--- config.mk ---
export PLATFORM = sky130hd
export DESIGN_NAME = ext_port_arbiter
export DESIGN_NICKNAME = d
export VERILOG_FILES = /design/src/rtl/ext_port_arbiter.sv
export SDC_FILE = /design/constraint.sdc
export NUM_CORES = 1
export LEC_CHECK = 0
export ABC_AREA = 1
export BUFFER_PORTS_ARGS = -buffer_cell sky130_fd_sc_hd__buf_2
export CAP_MARGIN = 20
export CELL_PAD_IN_SITES_DETAIL_PLACEMENT = 2
export CELL_PAD_IN_SITES_GLOBAL_PLACEMENT = 2
export CORE_ASPECT_RATIO = 1.5
export CORE_MARGIN = 2
export CORE_UTILIZATION = 27
export DETAILED_ROUTE_END_ITERATION = 8
export GPL_TIMING_DRIVEN = 0
export PLACE_DENSITY_LB_ADDON = 0.1
export SYNTH_ARGS = -nofsm -noshare
export SYNTH_HDL_FRONTEND = slang
export SYNTH_SLANG_ARGS = --single-unit
--- constraint.sdc ---
create_clock -name clk -period 1.4 [get_ports clk]
set_input_delay 0.28 -clock clk [delete_from_list [all_inputs] [get_ports clk]]
set_output_delay 0.28 -clock clk [all_outputs]
set_load 0.05 [all_outputs]
--- src/rtl/ext_port_arbiter.sv ---
// ext_port_arbiter
// Grants the shared 16-bit system bus to either the CPU or one of four
// expansion ports (A..D), and sequences each port transfer as
// SETUP -> STROBE -> HOLD with ready-based wait states and a timeout watchdog.
//
// Ports:
//   clk      system clock
//   r        synchronous active-high reset
//   cpu_req  CPU bus request (held for the whole tenure)
//   cpu_gnt  CPU owns the bus
//   ep_req   per-port transfer request (bit 0 = A .. bit 3 = D)
//   ep_dir   per-port direction, 1 = bus->port (we), 0 = port->bus (oe)
//   ep_rdy   per-port device ready, looked at only while that port strobes
//   ep_gnt   one-hot port grant, SETUP through HOLD
//   ep_we    port write enable strobes
//   ep_oe    port output enable strobes
//   ep_done  one-cycle completion pulse in HOLD
//   ep_err   one-cycle timeout pulse in HOLD
// All outputs are registered.
module ext_port_arbiter #(
  parameter int STROBE_MIN = 1,
  parameter int TIMEOUT    = 255
) (
  input  logic       clk,
  input  logic       r,
  input  logic       cpu_req,
  output logic       cpu_gnt,
  input  logic [3:0] ep_req,
  input  logic [3:0] ep_dir,
  input  logic [3:0] ep_rdy,
  output logic [3:0] ep_gnt,
  output logic [3:0] ep_we,
  output logic [3:0] ep_oe,
  output logic [3:0] ep_done,
  output logic [3:0] ep_err
);

  typedef enum logic [2:0] {IDLE, CPU, SETUP, STROBE, HOLD} state_t;

  localparam logic [7:0] SMIN = 8'(STROBE_MIN);
  localparam logic [7:0] TMO  = 8'(TIMEOUT);

  state_t     state, state_d;
  logic [1:0] sel, sel_d;
  logic [1:0] rr_ptr, rr_ptr_d;
  logic       dir, dir_d;
  logic       ok, ok_d;
  logic       last_cpu, last_cpu_d;
  logic [7:0] cnt, cnt_d;

  logic [1:0] pick;
  logic       pick_vld;

  logic       cpu_gnt_d;
  logic [3:0] ep_gnt_d, ep_we_d, ep_oe_d, ep_done_d, ep_err_d;

  // Round-robin search starting at rr_ptr; walking the offsets from high to
  // low lets the closest requester overwrite any farther one.
  always_comb begin : rr_pick
    logic [1:0] idx;
    pick     = rr_ptr;
    pick_vld = |ep_req;
    idx      = rr_ptr;
    for (int i = 3; i >= 0; i--) begin
      idx = rr_ptr + 2'(i);
      if (ep_req[idx]) pick = idx;
    end
  end

  // Next-state and transfer bookkeeping
  always_comb begin
    state_d    = state;
    sel_d      = sel;
    dir_d      = dir;
    ok_d       = ok;
    last_cpu_d = last_cpu;
    rr_ptr_d   = rr_ptr;
    cnt_d      = 8'd0;
    case (state)
      IDLE: begin
        // On contention the side not served last wins.
        if (cpu_req && (!pick_vld || !last_cpu)) begin
          state_d = CPU;
        end else if (pick_vld) begin
          state_d    = SETUP;
          sel_d      = pick;
          dir_d      = ep_dir[pick];
          last_cpu_d = 1'b0;
          rr_ptr_d   = pick + 2'd1;
        end
      end
      CPU: begin
        if (!cpu_req) begin
          state_d    = IDLE;
          last_cpu_d = 1'b1;
        end
      end
      SETUP: begin
        state_d = STROBE;
        cnt_d   = 8'd1;
      end
      STROBE: begin
        if ((cnt >= SMIN) && ep_rdy[sel]) begin
          state_d = HOLD;
          ok_d    = 1'b1;
        end else if (cnt == TMO) begin
          state_d = HOLD;
          ok_d    = 1'b0;
        end else begin
          cnt_d = cnt + 8'd1;
        end
      end
      HOLD:    state_d = IDLE;
      default: state_d = IDLE;
    endcase
  end

  // Output values for the coming state; registered below.
  always_comb begin
    logic [3:0] oh;
    oh        = 4'b0001 << sel_d;
    cpu_gnt_d = 1'b0;
    ep_gnt_d  = 4'b0000;
    ep_we_d   = 4'b0000;
    ep_oe_d   = 4'b0000;
    ep_done_d = 4'b0000;
    ep_err_d  = 4'b0000;
    case (state_d)
      CPU:   cpu_gnt_d = 1'b1;
      SETUP: ep_gnt_d  = oh;
      STROBE: begin
        ep_gnt_d = oh;
        ep_we_d  = dir_d ? oh : 4'b0000;
        ep_oe_d  = dir_d ? 4'b0000 : oh;
      end
      HOLD: begin
        ep_gnt_d  = oh;
        ep_done_d = ok_d ? oh : 4'b0000;
        ep_err_d  = ok_d ? 4'b0000 : oh;
      end
      default: ;
    endcase
  end

  // State register and registered outputs
  always_ff @(posedge clk) begin
    if (r) begin
      state    <= IDLE;
      sel      <= 2'd0;
      rr_ptr   <= 2'd0;
      dir      <= 1'b0;
      ok       <= 1'b0;
      last_cpu <= 1'b0;
      cnt      <= 8'd0;
      cpu_gnt  <= 1'b0;
      ep_gnt   <= 4'b0000;
      ep_we    <= 4'b0000;
      ep_oe    <= 4'b0000;
      ep_done  <= 4'b0000;
      ep_err   <= 4'b0000;
    end else begin
      state    <= state_d;
      sel      <= sel_d;
      rr_ptr   <= rr_ptr_d;
      dir      <= dir_d;
      ok       <= ok_d;
      last_cpu <= last_cpu_d;
      cnt      <= cnt_d;
      cpu_gnt  <= cpu_gnt_d;
      ep_gnt   <= ep_gnt_d;
      ep_we    <= ep_we_d;
      ep_oe    <= ep_oe_d;
      ep_done  <= ep_done_d;
      ep_err   <= ep_err_d;
    end
  end

endmodule

## Word level (Yosys, flattened, before mapping)

Index checks and enable logic that the tools add are counted.

- Multiplexer cells: 39
- Equality and inequality tests: 11
- Bitwise operators: 6
- Multipliers: 0
- Reduce and logical (&&, ||, !) cells: 16
- Shifts and indexed selects: 1
- $add $sub $neg: 5
- Div/mod/pow operators: 0
- $lt $le $gt $ge: 7

Operators with widths:

| kind | count |
|---|---|
| < comparator 2 x 3 -> 1 bit, second input constant | 6 |
| two-way mux 1 bit | 16 |
| two-way mux 8 bit | 2 |
| one-hot mux 8 bit (2 select lines) | 1 |
| two-way mux 3 bit | 5 |
| OR reduction 3 bit | 5 |
| two-way mux 2 bit | 7 |
| binary-select mux 1 bit (select 2 bit) | 6 |
| equality test 3 x 2 -> 1 bit, second input constant | 4 |
| one-hot mux 3 bit (4 select lines) | 1 |
| adder 8 x 1 -> 8 bit, second input constant | 1 |
| equality test 8 bit, second input constant | 1 |
| greater-or-equal comparator 8 x 1 -> 1 bit, second input constant | 1 |
| equality test 3 x 1 -> 1 bit, second input constant | 2 |
| != test 2 bit, second input constant | 3 |
| inverter 1 bit | 6 |
| adder 2 x 1 -> 2 bit, second input constant | 2 |
| adder 2 bit, second input constant | 2 |
| AND reduction 4 bit | 1 |
| OR reduction 4 bit | 1 |
| << shifter 1 x 2 -> 4 bit, first input constant | 1 |
| equality test 3 bit, second input constant | 1 |
| logical NOT 3 bit | 1 |
| AND reduction 3 bit | 1 |
| other kinds (6) | 8 |

- Logic and storage cells: 98
- Bits in registers: 39
- Memories kept: 0
- Latch bits: 0
- Input bits: 15
- RAM bits: 0
- ROM bits: 0

## Longest topological paths before layout

Gate-level depths: netlist (run 1).

- Depth after elaboration: 14
- Mapped depth: 16
- Mapped depth without buffers: 16

## Worst setup path after synthesis (run 1)

Ideal clock, no wire load.

- Kind: reg-to-reg
- Start point: reg cnt[0]
- End point: reg ep_oe[0]
- Cell stages (with the launch flop): 13
- Path slack: -0.124 ns
- Setup time: 0.065 ns
- Data required time: 1.335 ns
- Data arrival time: 1.459 ns
- Clock period less this slack: 1.524 ns
- Path through: dfxtp_1 > ha_1 > nand3_1 > inv_1 > nand3_1 > nor2_1 > nand2_1 > nand2_1 > o21ai_1 > inv_1 > nor2_1 > nand3_2 > nor2_1

- Word-level cells in the longest chain between the ends: 7
- Elaborated cells between the ends (all ways): 9
- Classes of those cells: order compare: 1; eq/ne: 2; mux: 3; bitwise: 1; reduce/logical: 2

Ends and longest elaborated chain:

| item | RTL line | RTL |
|---|---|---|
| from (decl) | 49 | `logic [7:0] cnt, cnt_d;` |
| from (signal assigned) | 168 | `cnt <= cnt_d;` |
| greater-or-equal comparator 8 x 1 -> 1 bit / equality test 8 bit (equally long branches) | 103, 106 |  |
| logical AND 1 bit / two-way mux 3 bit (equally long branches) | 103, 106 |  |
| two-way mux 3 bit (*) | 103 | `if ((cnt >= SMIN) && ep_rdy[sel]) begin` |
| one-hot mux 3 bit (4 select lines) (*) | 79 | `case (state)` |
| equality test 3 x 2 -> 1 bit (*) | 128 | `case (state_d)` |
| inverter 1 bit (no source line) (*) | -- |  |
| OR reduction 3 bit (no source line) (*) | -- |  |
| to (signal assigned) | 172 | `ep_oe <= ep_oe_d;` |
| to (decl) | 33 | `output logic [3:0] ep_oe,` |

Every way passes the cells marked *; elsewhere a longest branch is shown, timed or not.
A chain may end at the register's enable or synchronous reset.

## Worst setup path in the final report (run 1)

- Start point: reg state[1]
- End point: reg ep_oe[2]

- Word-level cells in the longest chain between the ends: 6
- Elaborated cells between the ends (all ways): 16
- Classes of those cells: eq/ne: 4; shift: 1; mux: 8; bitwise: 1; reduce/logical: 2

Ends and longest elaborated chain:

| item | RTL line | RTL |
|---|---|---|
| from (decl) | 43 | `state_t state, state_d;` |
| from (signal assigned) | 162 | `state <= state_d;` |
| two-way mux 3 bit (on tied branches) | 106, 84 |  |
| two-way mux 3 bit (on tied branches) | 103, 82 |  |
| one-hot mux 3 bit (4 select lines) | 79 |  |
| equality test 3 x 2 -> 1 bit | 128 |  |
| inverter 1 bit (no source line) | -- |  |
| OR reduction 3 bit (no source line) | -- |  |

Parallel ways exist; a longest one is shown, timed or not.

==> results of run 1 <==
[flip-flops by register name, indices dropped and copies added (netlist names)]
name and flops:
cnt 8, ep_done 4, ep_err 4, ep_gnt 4, ep_oe 4, ep_we 4, state 3, rr_ptr 2
sel 2, cpu_gnt 1, dir 1, last_cpu 1, ok 1
[kinds of logic after synthesis]
group / synth area share, %
AND/OR/NAND/NOR: 32.5
flip-flops: 47.6
buffers and inverters: 7.10
AO/OA/AOI/OAI: 7.79
XOR/XNOR: 2.67
adder cells (fa/ha/maj): 2.29
[metrics by stage]
step | instance area (um^2) | setup TNS, ps | total power (W) | hold WS (ps) | cells
floorplan | 1660 | -1220 | 0.00219 | 357 | 217
global placement | 1930 | -11710 | 0.00250 | 466 | 324
detailed placement | 1930 | -13020 | 0.00251 | 481 | 324
CTS | 2360 | -8290 | 0.00389 | 256 | 344
global route | 2750 | -14390 | 0.00469 | 278 | 361
finish | 2750 | -9910 | 0.00442 | 287 | 361
[worst min path at each step]
stage                          start                    end  depth (start not counted)  slack (ps)
3_5_place_dp   last_cpu$_SDFFE_PP0P_  last_cpu$_SDFFE_PP0P_                          2         480
4_1_cts                            r    state[2]$_SDFF_PP0_                          2         260
6_report                           r    state[2]$_SDFF_PP0_                          2         290
5_1_grt                            r    state[2]$_SDFF_PP0_                          2         280
3_3_place_gp   last_cpu$_SDFFE_PP0P_  last_cpu$_SDFFE_PP0P_                          2         470
2_1_floorplan                      r    state[2]$_SDFF_PP0_                          1         360
[final cells by class]
cell class                 instances  area (um^2)  share of cell area (%)
buffer                             2         18.8                   0.683
clock buffer                       5         68.8                    2.51
clock inverter                     3         46.3                    1.69
inverter                          27          119                    4.33
multi-input combinational        149         1170                    42.6
sequential                        39          802                    29.2
tap                               72         90.1                    3.28
timing repair buffer              64          432                    15.7
[worst register-to-register path, cell delays in order (launching register included)]
cell	delay, ps
dfxtp_1	360
inv_1	50
nor2_1	320
nand2_2	270
o21ai_2	210
inv_2	80
nor2_4	160
nand3_4	140
nor2_2	130
[what timing repair did]
item / 4_1_cts / 5_1_grt
setup buffers: 14 / 17
setup endpoints to repair: 37 / 37
pin swaps: 20 / 33
gates resized for setup: 67 / 71
gates cloned: 1 / 0
[cell usage after synthesis]
master     n
a21oi_1    8
a31oi_1    1
buf_6      1
clkbuf_1   1
dfxtp_1   39
ha_1       3
inv_1     23
inv_2      4
nand2_1   48
nand2_2    5
nand3_1   13
nand3_2    5
nand3b_1   1
nand4_1    3
nor2_1    41
nor3_1     2
nor3_2     1
nor4_1     1
o211ai_1   4
o21ai_0    3
o21ai_1    2
o21ai_2    2
o32ai_1    1
xnor2_1    2
xor2_1     3
[routing by layer]
metal | vias to the layer above | wire [um] | part of all wire [%] | global-route usage (%)
met3 | 6 | 137 | 2.2 | 2.83
met4 | 0 | 63 | 1.0 | 5.18
met5 | - | 0 | 0 | 0
met2 | 24 | 3610 | 58 | 34.0
met1 | 838 | 2370 | 38 | 18.4
li1 | 831 | - | - | -
[power by group]
part	internal, W	switching (W)
registers	0.00121	0.0000925
clock network	0.000537	0.000459
logic	0.000795	0.00133
==> impl_table.tex, run 1 <==
\begin{tabular}{lr}
\hline
Metric & Value \\
\hline
\multicolumn{2}{l}{\textbf{Drt}} \\
\quad Via density per instance & approximately 4.7 \\
\quad Violation count after the first detailed-routing iteration & 28 \\
\quad Number of antenna-violating nets in the routed design & 0 \\
\quad Final routed DRC violation total & 0 \\
\quad First-pass iteration count of the detailed router & 3 \\
\quad Wirelength, routed & around 6200 um \\
\quad Mean routed wirelength per cell & roughly 17 um \\
\quad Vias post-DR & $\sim$1700 \\
\multicolumn{2}{l}{\textbf{Layout}} \\
\quad Leading cell type in the layout, fill and taps excluded & buf\_2 \\
\quad Diodes inserted & 0 \\
\quad Fill cell instance count of the final layout & 640 \\
\quad Final net count & 306 \\
\quad Fraction of layout instances using a drive strength above 1 & around 62\% \\
\quad End-of-flow core utilization & $\sim$47\% \\
\quad Layout Area Growth over Synthesis & 67.6\% \\
\quad Highest-count cells in the layout ignoring fill and taps & buf\_2, dfxtp\_1, nand2\_2, nor2\_1, buf\_4 \\
\multicolumn{2}{l}{\textbf{Die}} \\
\quad Initial Utilization & 28.1\% \\
\quad I/O pin count & 36 \\
\quad Core ar. & a little under 6000 um\^{}2 \\
\quad Die X-Extent & 67.6 um \\
\quad Height of the die & 99.4 um \\
\quad Die area & 6720 um\^{}2 \\
\quad \# rows & 34 \\
\multicolumn{2}{l}{\textbf{Global route}} \\
\quad Initial antenna violation count & 0 \\
\quad Pin count of the biggest net entering global routing & 15 \\
\quad Vias in the first global route & 1798 \\
\quad Wire length of the first global-routing pass & 8770 um \\
\quad Total congestion overflow after global routing & 0 \\
\quad Total routing usage reported by global routing & between 10\% and 20\% \\
\multicolumn{2}{l}{\textbf{Clocking}} \\
\quad Clock root buffer & clkbuf\_8 \\
\quad Depth of the CTS H-tree & 2 \\
\quad Longest Clk Path Bufs & 2 \\
\quad Cts hold-fix bufs & 0 \\
\quad Clock Latency Late Sink & 300 ps \\
\quad Number of CTS-inserted buffers & 5 \\
\quad Clock sink count & 39 \\
\quad Clock tree from TritonCTS & yes \\
\quad Clock transition at the registers of the reported paths & 90 ps \\
\multicolumn{2}{l}{\textbf{Synthesis}} \\
\quad Top cells by area in the synthesized netlist & dfxtp\_1, nand2\_1, nor2\_1 \\
\quad Count of cell types in the netlist & 25 \\
\quad Area share of the largest cell type after synthesis & 47.6\% \\
\quad Number of standard cells after synthesis & 217 \\
\quad Cell taking the most area after synthesis & dfxtp\_1 \\
\quad Part of the Yosys area used for sequential elements & 47.6\% \\
\quad Net count after synthesis & roughly 240 \\
\quad Synthesis-stage register bit count & 39 \\
\quad Avg Synthesized Cell Area & between 7 and 8 um\^{}2 \\
\quad Syn. warnings & 0 \\
\quad Netlist area before placement & 1640 um\^{}2 \\
\multicolumn{2}{l}{\textbf{STA}} \\
\quad Min Clock Period, post-route & 1770 ps \\
\quad Final setup skew & 12.9 ps \\
\quad Final Max Slew Viols & 0 \\
\quad Maximum achievable frequency & 566 MHz \\
\quad Post-route worst setup slack & -366 ps \\
\quad Remaining max-slew budget at the tightest pin & between 60 and 70\% \\
\quad Hold violation total from the final report & 0 \\
\quad Worst-Margin Slew & 578 ps \\
\quad Period Utilization, post-route & 126\% \\
\quad Number of endpoints failing setup at the final stage & 37 \\
\quad Unrepaired setup endpoints after global routing & true \\
\multicolumn{2}{l}{\textbf{Place}} \\
\quad Routability-driven placement congestion ratio & 0.693 \\
\quad IO Port Bufs & 35 \\
\quad Setup slack after placement & -515 ps \\
\quad HPWL Detailed & 3780 um \\
\multicolumn{2}{l}{\textbf{Worst setup path}} \\
\quad Slowest stage delay, CP & 360 ps \\
\quad Startpoint class of the critical path & flip-flop \\
\quad Critical Path, Cell by Cell & inv\_1 > nor2\_1 > nand2\_2 > o21ai\_2 > inv\_2 > nor2\_4 > nand3\_4 > nor2\_2 \\
\quad CP Launch Point & state[1]\$\_SDFF\_PP0\_ \\
\quad Worst reg2reg startpoint & state[1]\$\_SDFF\_PP0\_ \\
\quad Critical path peak fanout & 5 \\
\quad Cell family with most CP delay & simple AND/OR/NAND/NOR gates \\
\quad Endpoint of the worst-slack reg-to-reg timing path & ep\_oe[2]\$\_SDFF\_PP0\_ \\
\quad Worst reg-to-reg path cell count & 8 \\
\quad Setup CP Type & reg2reg \\
\quad Number of stages on the worst setup path & 8 \\
\quad Worst-path cell with the longest stage delay & dfxtp\_1 \\
\quad Reg-to-reg slack, setup & -370 ps \\
\quad Data arrival time of the critical path & 2010 ps \\
\quad Kind of capture point of the worst setup path & flip-flop \\
\quad Data required time at the worst endpoint & 1650 ps \\
\quad Number of buffers and inverters on the critical path & 2 \\
\quad Capture point of the worst path & ep\_oe[2]\$\_SDFF\_PP0\_ \\
\multicolumn{2}{l}{\textbf{Pwr}} \\
\quad Peak ir drop on the vdd network & 0.751 mV \\
\quad Power per unit of standard cell area & 1610 nW/um\^{}2 \\
\quad Static leakage & approximately 1.2 nW \\
\multicolumn{2}{l}{\textbf{Outcome}} \\
\quad Violated checks & setup timing \\
\quad Outcome & finished, violations left \\
\multicolumn{2}{l}{\textbf{Min path}} \\
\quad Path category of the worst min-delay check & in2reg \\
\multicolumn{2}{l}{\textbf{Run}} \\
\quad Max Cap Violations & 0 \\
\hline
\end{tabular}
(Power assumes the default switching activity.)
==> run 2: changes to the inputs <==
RECOVER_POWER = 100   (was default)
==> run 2 against run 1 <==
  * Hold slack barely moved
  * Total power barely moved
  * Die area did not move
  * Sequential share of layout area did not move
  * Combinational power barely moved
  * Utilization did not move
  * First-iteration DRC count did not move
  * Via count did not move
  * Final area did not move
  * Maximum frequency rose by 0.11%
  * Non-clock buffer count did not move
  * Critical endpoint unchanged
  * Highest routed layer unchanged
  * Largest cell class unchanged
  * Largest power group unchanged
  * The flow still finishes with violations (setup timing)
  * Global-route usage did not move
==> impl_table.tex, run 2 (synthesis results as in run 1) <==
\begin{tabular}{lr}
\hline
Metric & Value \\
\hline
\multicolumn{2}{l}{\textbf{Worst setup path}} \\
\quad Worst-path cell with the longest stage delay & dfxtp\_1 \\
\quad Worst reg-to-reg path cell count & 8 \\
\quad Critical Path, Cell by Cell & inv\_1 > nor2\_1 > nand2\_2 > o21ai\_2 > inv\_2 > nor2\_4 > nand3\_4 > nor2\_2 \\
\quad Worst reg2reg startpoint & state[1]\$\_SDFF\_PP0\_ \\
\quad Critical path peak fanout & 5 \\
\quad Data arrival time of the critical path & approximately 2000 ps \\
\quad Slowest stage delay, CP & 360 ps \\
\quad Reg-to-reg slack, setup & -360 ps \\
\quad Setup CP Type & reg2reg \\
\quad Data required time at the worst endpoint & 1650 ps \\
\quad Cell family with most CP delay & simple AND/OR/NAND/NOR gates \\
\quad Startpoint class of the critical path & flip-flop \\
\quad Kind of capture point of the worst setup path & flip-flop \\
\quad Number of buffers and inverters on the critical path & 2 \\
\quad Endpoint of the worst-slack reg-to-reg timing path & ep\_oe[2]\$\_SDFF\_PP0\_ \\
\multicolumn{2}{l}{\textbf{Clocking}} \\
\quad Clock Latency Late Sink & 300 ps \\
\quad Number of CTS-inserted buffers & 5 \\
\quad Clock sink count & 39 \\
\quad Cts hold-fix bufs & 0 \\
\quad Clock root buffer & clkbuf\_8 \\
\quad Clock transition at the registers of the reported paths & approximately 90 ps \\
\quad Depth of the CTS H-tree & 2 \\
\quad Clock tree from TritonCTS & yes \\
\quad Longest Clk Path Bufs & 2 \\
\multicolumn{2}{l}{\textbf{STA}} \\
\quad Hold violation total from the final report & 0 \\
\quad Number of endpoints failing setup at the final stage & 37 \\
\quad Final setup skew & 13.3 ps \\
\quad Remaining max-slew budget at the tightest pin & roughly three fifths \\
\quad Final Max Slew Viols & 0 \\
\quad Period Utilization, post-route & 126\% \\
\quad Worst-Margin Slew & 578 ps \\
\quad Total negative slack for setup checks & -9920 ps \\
\quad Unrepaired setup endpoints after global routing & true \\
\quad Min Clock Period, post-route & 1760 ps \\
\quad Post-route worst setup slack & -364 ps \\
\quad Maximum achievable frequency & around 570 MHz \\
\multicolumn{2}{l}{\textbf{Global route}} \\
\quad Initial antenna violation count & 0 \\
\quad Total routing usage reported by global routing & 17.6\% \\
\quad Pin count of the biggest net entering global routing & 15 \\
\quad Wire length of the first global-routing pass & 8770 um \\
\quad Vias in the first global route & 1798 \\
\quad Total congestion overflow after global routing & 0 \\
\multicolumn{2}{l}{\textbf{Outcome}} \\
\quad Outcome & finished, violations left \\
\quad Violated checks & setup timing \\
\multicolumn{2}{l}{\textbf{Drt}} \\
\quad Mean routed wirelength per cell & 17.1 um \\
\quad Violation count after the first detailed-routing iteration & 28 \\
\quad Via density per instance & 4.71 \\
\quad First-pass iteration count of the detailed router & 3 \\
\quad Vias post-DR & 1699 \\
\quad Number of antenna-violating nets in the routed design & 0 \\
\quad Wirelength, routed & 6180 um \\
\quad Final routed DRC violation total & 0 \\
\multicolumn{2}{l}{\textbf{Run}} \\
\quad Max Cap Violations & 0 \\
\multicolumn{2}{l}{\textbf{Pwr}} \\
\quad Static leakage & approximately 1.2 nW \\
\quad Power per unit of standard cell area & between 1500 and 2000 nW/um\^{}2 \\
\quad Share of total power consumed by net switching & a little over two fifths \\
\quad Internal power contribution & $\sim$0.0025 W \\
\quad Final Power & 0.00443 W \\
\quad Comb power frac & 47.9\% \\
\quad Relative contribution of sequential cells to total power & 29.5\% \\
\quad Peak ir drop on the vdd network & roughly 0.75 mV \\
\quad Net switching power figure & 0.00188 W \\
\quad Relative contribution of the clock network to total power & 22.5\% \\
\multicolumn{2}{l}{\textbf{Place}} \\
\quad IO Port Bufs & 35 \\
\quad HPWL Detailed & 3780 um \\
\quad Instance area after placement & 1930 um\^{}2 \\
\quad Routability-driven placement congestion ratio & 0.693 \\
\multicolumn{2}{l}{\textbf{Die}} \\
\quad Die X-Extent & 67.6 um \\
\quad I/O pin count & 36 \\
\quad Height of the die & 99.4 um \\
\quad Core ar. & 5830 um\^{}2 \\
\quad \# rows & 34 \\
\quad Initial Utilization & approximately 28\% \\
\quad Die area & 6720 um\^{}2 \\
\multicolumn{2}{l}{\textbf{Min path}} \\
\quad Worst hold path endpoint & state[2]\$\_SDFF\_PP0\_ \\
\quad Number of cells on the worst hold path & 2 \\
\quad Path category of the worst min-delay check & in2reg \\
\quad Min-delay src & r \\
\multicolumn{2}{l}{\textbf{Layout}} \\
\quad Layout Area Growth over Synthesis & 67.6\% \\
\quad Max reg flops & 8 \\
\quad Final net count & 306 \\
\quad Diodes inserted & 0 \\
\quad Post-layout instance area & 2750 um\^{}2 \\
\quad Fill cell instance count of the final layout & 640 \\
\quad Largest Register & cnt \\
\quad Fraction of layout instances using a drive strength above 1 & 62.3\% \\
\quad Leading cell type in the layout, fill and taps excluded & dfxtp\_1 \\
\quad Highest-count cells in the layout ignoring fill and taps & dfxtp\_1, nand2\_2, nor2\_1, clkbuf\_2, buf\_4 \\
\hline
\end{tabular}
## run 2: changes by cell type in the layout (fill, tap and decap cells not counted)
cell,change
clkbuf_2,+21
buf_2,-21
## run 2: power groups by stage
stage	registers (W)	logic [W]	clock network, W
3_5_place_dp	0.00129	0.00122	0
3_3_place_gp	0.00129	0.00121	0
5_1_grt	0.00132	0.00230	0.00108
2_1_floorplan	0.00138	0.000803	0
6_report	0.00131	0.00212	0.000997
4_1_cts	0.00129	0.00159	0.00101
## run 2: metrics by stage
stage / setup WS [ps] / hold slack, ps / instances / utilization (%)
6_report: -364 / 287 / 361 / 47.1
3_3_place_gp: -490 / 466 / 324 / 33.1
4_1_cts: -363 / 256 / 344 / 40.5
3_5_place_dp: -515 / 481 / 324 / 33.1
2_1_floorplan: -88.8 / 357 / 217 / -
5_1_grt: -514 / 278 / 361 / 47.1
## run 2: timing repair
item	4_1_cts	5_1_grt
gates resized for setup	67	71
gates cloned	1	0
endpoints found under the setup margin	37	37
setup buffers	14	17
pin swaps	20	33
## run 2: cell type report
class	count	area [um^2]	share of cell area, %
buffer	2	18.8	0.683
multi-input combinational	149	1170	42.6
tap	72	90.1	3.28
timing repair buffer	64	432	15.7
inverter	27	119	4.33
sequential	39	802	29.2
clock buffer	5	68.8	2.51
clock inverter	3	46.3	1.69
## run 2: worst reg2reg max path: stages (launching register included)
cell and delay (ps):
dfxtp_1 360, inv_1 50, nor2_1 320, nand2_2 270, o21ai_2 210, inv_2 80, nor2_4 160, nand3_4 140
nor2_2 130
## run 2: worst max-delay path by stage
| stage | end | cells past startpoint | slack [ps] | start |
|---|---|---|---|---|
| after floorplan | ep_gnt[3]$_SDFF_PP0_ | 15 | -90 | rr_ptr[1]$_SDFFE_PP0P_ |
| after global placement | ep_we[2]$_SDFF_PP0_ | 14 | -490 | rr_ptr[0]$_SDFFE_PP0P_ |
| after detailed placement | ep_oe[2]$_SDFF_PP0_ | 14 | -520 | rr_ptr[0]$_SDFFE_PP0P_ |
| after CTS | ep_we[2]$_SDFF_PP0_ | 16 | -360 | rr_ptr[0]$_SDFFE_PP0P_ |
| after global routing | ep_oe[2]$_SDFF_PP0_ | 8 | -510 | state[1]$_SDFF_PP0_ |
| final | ep_oe[2]$_SDFF_PP0_ | 8 | -360 | state[1]$_SDFF_PP0_ |
## run 2: routing by layer
metal | up-vias | GRT usage [%] | share of wire (%)
li1 | 831 | - | -
met1 | 838 | 18.4 | 38
met2 | 24 | 34.0 | 58
met3 | 6 | 2.83 | 2.2
met4 | 0 | 5.18 | 1.0
met5 | - | 0 | 0
==> run 3: changes to the inputs <==
TNS_END_PERCENT = 20   (was default)
==> run 3 against run 2 <==
  * The flow still finishes with violations (setup timing)
  * Die area is the same
  * Via count shrank 5.6%
  * Sequential cell count is the same
  * Register-to-register slack lost 30 ps
  * Maximum frequency shrank 1.5%
  * Total power shrank 3.8%
  * Largest power group unchanged
==> impl_table.tex, run 3 (synthesis results as in run 1) <==
\begin{tabular}{lr}
\hline
Metric & Value \\
\hline
\multicolumn{2}{l}{\textbf{STA}} \\
\quad Total negative slack for setup checks & -7740 ps \\
\quad Remaining max-slew budget at the tightest pin & 60.3\% \\
\quad Min Clock Period, post-route & between 1500 and 2000 ps \\
\quad Maximum achievable frequency & 558 MHz \\
\quad Post-route worst setup slack & -392 ps \\
\quad Worst-Margin Slew & 589 ps \\
\quad Number of endpoints failing setup at the final stage & 29 \\
\quad Hold violation total from the final report & 0 \\
\quad Final setup skew & between 15 and 20 ps \\
\quad Final Max Slew Viols & 0 \\
\quad Period Utilization, post-route & 128\% \\
\quad Unrepaired setup endpoints after global routing & true \\
\multicolumn{2}{l}{\textbf{Clocking}} \\
\quad Depth of the CTS H-tree & 2 \\
\quad Clock Latency Late Sink & 300 ps \\
\quad Number of CTS-inserted buffers & 5 \\
\quad Clock root buffer & clkbuf\_8 \\
\quad Clock tree from TritonCTS & yes \\
\quad Longest Clk Path Bufs & 2 \\
\quad Clock transition at the registers of the reported paths & approximately 90 ps \\
\quad Clock sink count & 39 \\
\quad Cts hold-fix bufs & 0 \\
\multicolumn{2}{l}{\textbf{Layout}} \\
\quad Max reg flops & 8 \\
\quad Post-layout instance area & 2490 um\^{}2 \\
\quad Number of non-filler instances in the completed layout & 339 \\
\quad Area taken by flip-flops and latches & 798 um\^{}2 \\
\quad Highest-count cells in the layout ignoring fill and taps & nor2\_1, dfxtp\_1, nand2\_4, clkbuf\_2, nand2\_1 \\
\quad Fill cell instance count of the final layout & 670 \\
\quad Fraction of layout instances using a drive strength above 1 & between 50\% and 60\% \\
\quad Multi-input logic area & around 1100 um\^{}2 \\
\quad Layout Area Growth over Synthesis & 52.1\% \\
\quad Diodes inserted & 0 \\
\quad Final net count & 284 \\
\quad End-of-flow core utilization & approximately 43\% \\
\quad Largest Register & cnt \\
\multicolumn{2}{l}{\textbf{Worst setup path}} \\
\quad Data required time at the worst endpoint & 1580 ps \\
\quad Kind of capture point of the worst setup path & flip-flop \\
\quad Slowest stage delay, CP & 380 ps \\
\quad Startpoint class of the critical path & flip-flop \\
\quad Worst reg2reg startpoint & rr\_ptr[0]\$\_SDFFE\_PP0P\_ \\
\quad CP Launch Point & rr\_ptr[0]\$\_SDFFE\_PP0P\_ \\
\quad Cell type with the highest occurrence count on the critical path & nand2\_4 \\
\quad Critical Path, Cell by Cell & buf\_12 > nand2\_4 > nand2\_4 > nand2\_1 > nand2\_2 > inv\_2 > nand3\_2 > nand3\_2 > nand2\_2 > inv\_2 > nand2\_4 > o21ai\_4 > inv\_2 > nand2\_4 > nor2\_1 \\
\quad Worst-path cell with the longest stage delay & dfxtp\_4 \\
\quad Data arrival time of the critical path & $\sim$2000 ps \\
\quad Setup CP Type & reg2reg \\
\quad Critical path peak fanout & 5 \\
\multicolumn{2}{l}{\textbf{Drt}} \\
\quad Via density per instance & 4.73 \\
\quad Wirelength, routed & 5100 um \\
\quad Number of antenna-violating nets in the routed design & 0 \\
\quad Vias post-DR & 1604 \\
\quad Final routed DRC violation total & 0 \\
\quad First-pass iteration count of the detailed router & 3 \\
\quad Mean routed wirelength per cell & 15.0 um \\
\quad Violation count after the first detailed-routing iteration & 27 \\
\multicolumn{2}{l}{\textbf{Min path}} \\
\quad Path category of the worst min-delay check & in2reg \\
\quad Min-delay src & r \\
\multicolumn{2}{l}{\textbf{Pwr}} \\
\quad Peak ir drop on the vdd network & 0.975 mV \\
\quad Power per unit of standard cell area & 1710 nW/um\^{}2 \\
\quad Static leakage & between 1 and 1.5 nW \\
\multicolumn{2}{l}{\textbf{Die}} \\
\quad Height of the die & 99.4 um \\
\quad Core ar. & 5830 um\^{}2 \\
\quad Die X-Extent & 67.6 um \\
\quad Initial Utilization & 28.1\% \\
\quad \# rows & 34 \\
\quad I/O pin count & 36 \\
\quad Die area & around 6700 um\^{}2 \\
\multicolumn{2}{l}{\textbf{Run}} \\
\quad Max Cap Violations & 0 \\
\multicolumn{2}{l}{\textbf{Place}} \\
\quad Instance area after placement & 1920 um\^{}2 \\
\quad IO Port Bufs & 35 \\
\quad Placed Instances & 324 \\
\quad Routability-driven placement congestion ratio & slightly below 0.7 \\
\quad HPWL Detailed & 3660 um \\
\multicolumn{2}{l}{\textbf{Outcome}} \\
\quad Violated checks & setup timing \\
\quad Outcome & finished, violations left \\
\multicolumn{2}{l}{\textbf{Global route}} \\
\quad Vias in the first global route & around 1800 \\
\quad Initial antenna violation count & 0 \\
\quad Total routing usage reported by global routing & 15.8\% \\
\quad Pin count of the biggest net entering global routing & 15 \\
\quad Total congestion overflow after global routing & 0 \\
\quad Wire length of the first global-routing pass & 8010 um \\
\hline
\end{tabular}
-- run 3: cell count changes in the layout (fill, tap and decap cells not counted), sizes merged --
cell,delta
buf,-22
inv,+1
clkinv,-1
-- run 3: final timing paths --
kind                           endpoint  slack (ps)  depth (start not counted)
setup reg to reg   ep_gnt[2]$_SDFF_PP0_        -390                         15
setup / recovery   ep_gnt[2]$_SDFF_PP0_        -390                         15
hold reg to reg   last_cpu$_SDFFE_PP0P_         480                          2
hold / removal      state[2]$_SDFF_PP0_         290                          2
-- run 3: stage by stage --
stage	hold WS (ps)	setup slack, ps	power (W)
floorplan	357	-88.8	0.00219
global placement	467	-468	0.00250
detailed placement	475	-480	0.00251
CTS	280	-355	0.00397
global route	294	-512	0.00450
finish	291	-392	0.00426
-- run 3: power breakdown --
group	total (W)	internal [W]	switching, W
clock network	0.000974	0.000537	0.000437
logic	0.00198	0.000684	0.00130
registers	0.00130	0.00121	0.0000924
total	0.00426	0.00243	0.00183
-- run 3: layout make-up --
| class | instances | share of cell area, % |
|---|---|---|
| Multi-Input combinational cell | 149 | 44.9 |
| Sequential cell | 39 | 32.0 |
| Inverter | 27 | 4.67 |
| Buffer | 2 | 0.953 |
| Clock inverter | 3 | 1.86 |
| Timing Repair Buffer | 42 | 9.28 |
| Tap cell | 72 | 3.61 |
| Clock buffer | 5 | 2.76 |
-- run 3: repair_timing --
item	in CTS	in global routing
gates cloned	1	0
gates resized for setup	68	45
buffers inserted	4	2
pin swaps	22	18
endpoints found under the hold margin	0	0
endpoints found under the setup margin	35	37
-- run 3: routing by layer --
metal	routed length, um	vias to the layer above	track usage, %
met1	1870	783	16.2
met2	2980	25	30.5
li1	-	789	-
met3	130	7	2.49
met5	0	-	0
met4	107	0	6.12
-- run 3: worst max-delay path: cells and delay by family (launching register included) --
| family | cells | cell delay, ps |
|---|---|---|
| flops | 1 | 380 |
| compound gates | 1 | 110 |
| buf+inv | 4 | 420 |
| simple gates | 10 | 750 |
